### config.mk
export PLATFORM = sky130hd
export DESIGN_NAME = rom_seq_multiplier_flat
export DESIGN_NICKNAME = d
export VERILOG_FILES = /design/src/rtl/rom_seq_multiplier_if.sv /design/src/rtl/rom_seq_multiplier.sv /design/src/flat_wrapper.sv
export SDC_FILE = /design/constraint.sdc
export NUM_CORES = 1
export LEC_CHECK = 0
export BUFFER_PORTS_ARGS = -buffer_cell sky130_fd_sc_hd__buf_2
export CORE_MARGIN = 3
export CORE_UTILIZATION = 43
export CTS_CLUSTER_SIZE = 40
export DETAILED_ROUTE_END_ITERATION = 12
export PLACE_DENSITY = 0.6
export SLEW_MARGIN = 20
export SYNTH_ARGS = -nofsm -noshare
export SYNTH_HDL_FRONTEND = slang
export SYNTH_SLANG_ARGS = --single-unit
### constraint.sdc
create_clock -name clk -period 6.03 [get_ports clk]
set_input_delay 0.3015 -clock clk [delete_from_list [all_inputs] [get_ports clk]]
set_output_delay 0.3015 -clock clk [all_outputs]
set_load 0.01 [all_outputs]
### src/rtl/rom_seq_multiplier_if.sv
// Handshake and ROM-lookup bundle for rom_seq_multiplier.
// The slave modport is the multiplier; the master side is the operand
// source / product sink, which also supplies the ROM response.
interface rom_seq_multiplier_if #(
  parameter int unsigned W = 24
) ();
  logic           in_valid;
  logic           in_ready;
  logic [W-1:0]   a;
  logic [W-1:0]   b;
  logic [7:0]     rom_addr;
  logic [7:0]     rom_data;
  logic           out_valid;
  logic           out_ready;
  logic [2*W-1:0] product;

  modport slave (
    input  in_valid, a, b, rom_data, out_ready,
    output in_ready, rom_addr, out_valid, product
  );

  modport master (
    output in_valid, a, b, rom_data, out_ready,
    input  in_ready, rom_addr, out_valid, product
  );
endinterface

### src/rtl/rom_seq_multiplier.sv
// Sequential unsigned multiplier built on a 4x4-bit nibble-product ROM.
// One nibble pair {a[i], b[j]} is looked up per cycle and the returned
// 8-bit product is shifted by 4*(i+j) and accumulated into a 2W-bit sum.
// A full product therefore takes NIB*NIB cycles, independent of the
// operand values.
module rom_seq_multiplier #(
  parameter int unsigned W = 24
) (
  input  logic                  clk,
  input  logic                  rst_n,
  rom_seq_multiplier_if.slave   bus
);
  localparam int unsigned NIB = W / 4;
  localparam int unsigned IW  = (NIB > 1) ? $clog2(NIB) : 1;
  localparam int unsigned SW  = $clog2(2 * W) + 1;

  if ((W % 4) != 0 || W == 0) begin : g_width_check
    $error("rom_seq_multiplier: W must be a non-zero multiple of 4");
  end

  typedef enum logic [1:0] {
    S_IDLE = 2'd0,
    S_RUN  = 2'd1,
    S_DONE = 2'd2
  } state_t;

  state_t          r_state;
  logic [W-1:0]    r_a;
  logic [W-1:0]    r_b;
  logic [2*W-1:0]  r_acc;
  logic [IW-1:0]   r_i;
  logic [IW-1:0]   r_j;
  logic            r_in_ready;
  logic            r_out_valid;

  logic [3:0]      w_a_nib;
  logic [3:0]      w_b_nib;
  logic [SW-1:0]   w_shamt;
  logic [2*W-1:0]  w_term;

  // Select the current nibble pair and align the ROM answer to its weight.
  always_comb begin
    w_a_nib = r_a[4*r_i +: 4];
    w_b_nib = r_b[4*r_j +: 4];
    w_shamt = SW'(4) * (SW'(r_i) + SW'(r_j));
    w_term  = {{(2*W-8){1'b0}}, bus.rom_data} << w_shamt;
  end

  assign bus.rom_addr  = (r_state == S_RUN) ? {w_a_nib, w_b_nib} : '0;
  assign bus.in_ready  = r_in_ready;
  assign bus.out_valid = r_out_valid;
  assign bus.product   = r_acc;

  // Control FSM: accept operands, step through all nibble pairs, hold result.
  always_ff @(posedge clk or negedge rst_n) begin
    if (!rst_n) begin
      r_state     <= S_IDLE;
      r_a         <= '0;
      r_b         <= '0;
      r_acc       <= '0;
      r_i         <= '0;
      r_j         <= '0;
      r_in_ready  <= 1'b1;
      r_out_valid <= 1'b0;
    end else begin
      unique case (r_state)
        S_IDLE: begin
          if (bus.in_valid) begin
            r_a        <= bus.a;
            r_b        <= bus.b;
            r_acc      <= '0;
            r_i        <= '0;
            r_j        <= '0;
            r_in_ready <= 1'b0;
            r_state    <= S_RUN;
          end
        end
        S_RUN: begin
          r_acc <= r_acc + w_term;
          if (r_j == IW'(NIB - 1)) begin
            r_j <= '0;
            if (r_i == IW'(NIB - 1)) begin
              r_i         <= '0;
              r_out_valid <= 1'b1;
              r_state     <= S_DONE;
            end else begin
              r_i <= r_i + 1'b1;
            end
          end else begin
            r_j <= r_j + 1'b1;
          end
        end
        S_DONE: begin
          if (bus.out_ready) begin
            r_out_valid <= 1'b0;
            r_in_ready  <= 1'b1;
            r_state     <= S_IDLE;
          end
        end
        default: begin
          r_state     <= S_IDLE;
          r_in_ready  <= 1'b1;
          r_out_valid <= 1'b0;
        end
      endcase
    end
  end
endmodule
### src/flat_wrapper.sv
// flat-port wrapper written by rule: the top's interface ports become plain ports
module rom_seq_multiplier_flat 
#(
  parameter int unsigned W = 24
)
  (clk, rst_n, bus_in_valid, bus_a, bus_b, bus_rom_data, bus_out_ready, bus_in_ready, bus_rom_addr, bus_out_valid, bus_product);
  rom_seq_multiplier_if #(.W(W)) bus_i ();
  input  logic clk;
  input  logic rst_n;
  input wire logic [$bits(bus_i.in_valid)-1:0] bus_in_valid;
  input wire logic [$bits(bus_i.a)-1:0] bus_a;
  input wire logic [$bits(bus_i.b)-1:0] bus_b;
  input wire logic [$bits(bus_i.rom_data)-1:0] bus_rom_data;
  input wire logic [$bits(bus_i.out_ready)-1:0] bus_out_ready;
  output wire logic [$bits(bus_i.in_ready)-1:0] bus_in_ready;
  output wire logic [$bits(bus_i.rom_addr)-1:0] bus_rom_addr;
  output wire logic [$bits(bus_i.out_valid)-1:0] bus_out_valid;
  output wire logic [$bits(bus_i.product)-1:0] bus_product;
  assign bus_i.in_valid = bus_in_valid;
  assign bus_i.a = bus_a;
  assign bus_i.b = bus_b;
  assign bus_i.rom_data = bus_rom_data;
  assign bus_i.out_ready = bus_out_ready;
  assign bus_in_ready = bus_i.in_ready;
  assign bus_rom_addr = bus_i.rom_addr;
  assign bus_out_valid = bus_i.out_valid;
  assign bus_product = bus_i.product;
  rom_seq_multiplier #(.W(W)) u_core (.clk(clk), .rst_n(rst_n), .bus(bus_i));
endmodule
==> reports/summary.txt <==
Status = complete, no violations
Met1 Usage GRT = 0.3042
Worst slew pin tran = 0.9409 ns
Syn Inst Count = 967
Worst reg2reg path startpoint = u_core.r_i[0]
# nets final = 1165
Setup CP Type = flip-flop to flip-flop
Flop2flop setup slack = 0.94 ns
Gpl congestion = 0.9340
Initial Util = 0.4412
Vias = 7128
Clock share of power = 0.148
Crit path max fanout = 23
Max clock buf depth = 2
Comb pwr share = 0.565
Fmax = 196.4 MHz
P_leak = 4.279 nW
Sequential fraction of the synthesis area = 0.3454
Total design power = 4.249 mW
Die Ht = 139.7 um
Clk_lat worst skew = 0.37 ns
Commonest non-fill, non-tap cells in the layout = 242 x nand2_1, 116 x buf_2, 105 x dfrtp_1
WP data required = 6.27 ns
Max Cap Viol = 0
Synth cell types = 65
H-tree levels = 3
Most common library cell in the layout ignoring fill and taps = nand2_1
Seq pwr share = 0.287
Die ar. = 19510 sq um
Switching Fraction = 0.4821
Syn Nets = 1079
Asr flop ratio synth = 1.000
Met3 GRT Util = 0.04124
Mapped cell area = 7684 sq um
Worst path arrival time = 5.33 ns
Input/output buffers = 117
Initial antenna violation count = 0
DRT iter0 DRCs = 381
DR vias/cell = 5.556
Most Crowded Layer GR = met2
Synthesis Warnings = 0
Fill cells = 1767
Setup crit end = u_core.bus.product[40]
Chip width = 139.7 um
Root Buffer Master = clkbuf_16
Worst Hold Slack = 0.1106 ns
Crit path from = u_core.r_i[0]
Final setup skew = 0.01180 ns
HP Start = bus_b[7]
Slew Viols, Final = 0
Avg Inst Size Synth = 7.946 sq um
Crit start category = flip-flop
Switching Power = 2.048 mW
GRT overflow = 0
Final TNS setup = 0 ns
Worst-path clk slew = 0.09 ns
Power per cell area = 486.5 nW/um^2
Final min period = 5.092 ns
First-pass GRT wire length = 35670 um
Total CTS buffers = 9
Ys flop type = dfrtp_1
CTS sink cnt = 106
HP Class = input pin to flip-flop
Area Growth Syn to Fin = 13.66%
R2R cell count = 17
Synthesized flop and latch total = 106
Largest net degree at the start of global routing = 73
Finished Core Util = 0.5014
Vias in the first global route = 6897
Post-CTS Setup Bufs = 0
Worst Setup End Kind = flip-flop
ANT nets after route = 0
Diodes inserted = 0
RSZ-0062 raised after global routing = false
Router iterations before antenna repair = 5
GRT Util Overall = 0.2244
Internal = 2.201 mW
Share of cells above drive strength 1 = 0.1588
Tcrit/Tclk final = 0.8445
TritonCTS clock tree = done
IO Pins = 118
Core ar. = 17420 sq um
Crit Reg-Reg Endpoint = u_core.bus.product[40]
Hold Violations, Final = 0
Endpoints failing setup = 0
# rows = 48
WL final = 21920 um
Routed WL per cell = 17.09 um
DRC viols = 0
Peak supply drop = 201.7 uV
Number of synthesized flops with an enable pin = 0
Grt met2 use = 0.3659
Post-DP HPWL = 16600 um
Relative max-transition margin = 0.3728
==> synthesized netlist by cell type (all sizes together) (9+ instances only) <==
library cell	instances	area, sq um
a21o	19	143.9
a21oi	72	360.4
buf	9	55.05
clkbuf	44	176.4
dfrtp	105	2628
ha	50	625.6
inv	18	67.56
mux2i	15	150.1
nand2	243	912.1
nand3	25	135.1
nand4	18	118.9
nor2	71	266.5
nor3	20	100.1
o21ai	88	440.4
o21bai	15	112.6
xnor2	22	192.7
xor2	20	175.2
==> worst min path at each step <==
stage / end / cells past startpoint
6_report: u_core.r_b[7] / 3
5_1_grt: u_core.r_a[9] / 3
4_1_cts: u_core.r_b[7] / 3
3_5_place_dp: u_core.bus.product[12] / 1
3_3_place_gp: u_core.bus.product[13] / 1
2_1_floorplan: u_core.bus.out_valid / 0
==> sequential cells by signal (all words and copies together), names as in the netlist <==
signal and cells:
u_core.bus.product 48, u_core.r_i 3, u_core.r_j 3, u_core.bus.in_ready 1
u_core.bus.out_valid 1, u_core.r_a 24, u_core.r_state 2, u_core.r_b 24
==> metrics by stage <==
stage	cells	instance area, sq um	setup WS, ns
finish	1283	8733	0.9376
global route	1283	8733	0.4344
CTS	1283	8733	0.9557
detailed placement	1266	8407	0.9726
global placement	1266	8407	1.066
floorplan	967	7684	1.810
==> worst max-delay path, stage by stage (launching register included) <==
cell	delay, ns
dfrtp_1	0.32
buf_4	0.22
ha_1	0.20
inv_1	0.06
fa_1	0.73
nor2b_1	0.30
and3_1	0.23
ha_1	0.22
fa_1	0.43
a211o_1	0.28
a21oi_1	0.40
o21ai_0	0.32
o311ai_1	0.41
o211ai_1	0.25
a21oi_1	0.26
o21ai_1	0.11
xnor2_1	0.14
o21ai_0	0.08
==> routing by layer <==
metal / routed length (um) / part of all wire
met1: 10140 / 0.46
met4: 598 / 0.027
met5: 0 / 0
met2: 10100 / 0.46
met3: 1083 / 0.049
==> cell families (layout without fill, tap and decap cells) <==
logic type / Yosys count / count (layout) / share of synthesized area
multiplexers: 23 / 23 / 0.04299
buffers and inverters: 71 / 162 / 0.03892
adder cells (fa/ha/maj): 52 / 52 / 0.08663
AND/OR/NAND/NOR: 419 / 419 / 0.2369
flip-flops: 106 / 106 / 0.3454
XOR/XNOR: 42 / 42 / 0.04787
AO/OA/AOI/OAI: 254 / 254 / 0.2013
==> cell type report <==
cell class                 count  area [sq um]  area share
clock buffer                   9         225.2     0.02579
timing repair buffer         128         673.1     0.07708
tap                          225         281.5     0.03223
clock inverter                 7         91.34     0.01046
inverter                      18         67.56    0.007736
sequential                   106          2654      0.3039
multi-input combinational    790          4741      0.5428
==> power groups by stage <==
stage / logic (mW) / registers (mW) / clock network [mW]
after floorplan: 1.77 / 1.20 / 0
after detailed placement: 2.40 / 1.23 / 0
after CTS: 2.40 / 1.22 / 0.644
after global placement: 2.38 / 1.23 / 0
after global routing: 2.70 / 1.25 / 0.675
final: 2.40 / 1.22 / 0.629
==> timing repair <==
item / 4_1_cts / 5_1_grt
endpoints found under the hold margin: 34 / 0
resized for setup: 0 / 0
hold buffers: 1 / 0
No activity file was read; power rests on OpenSTA's default activity.
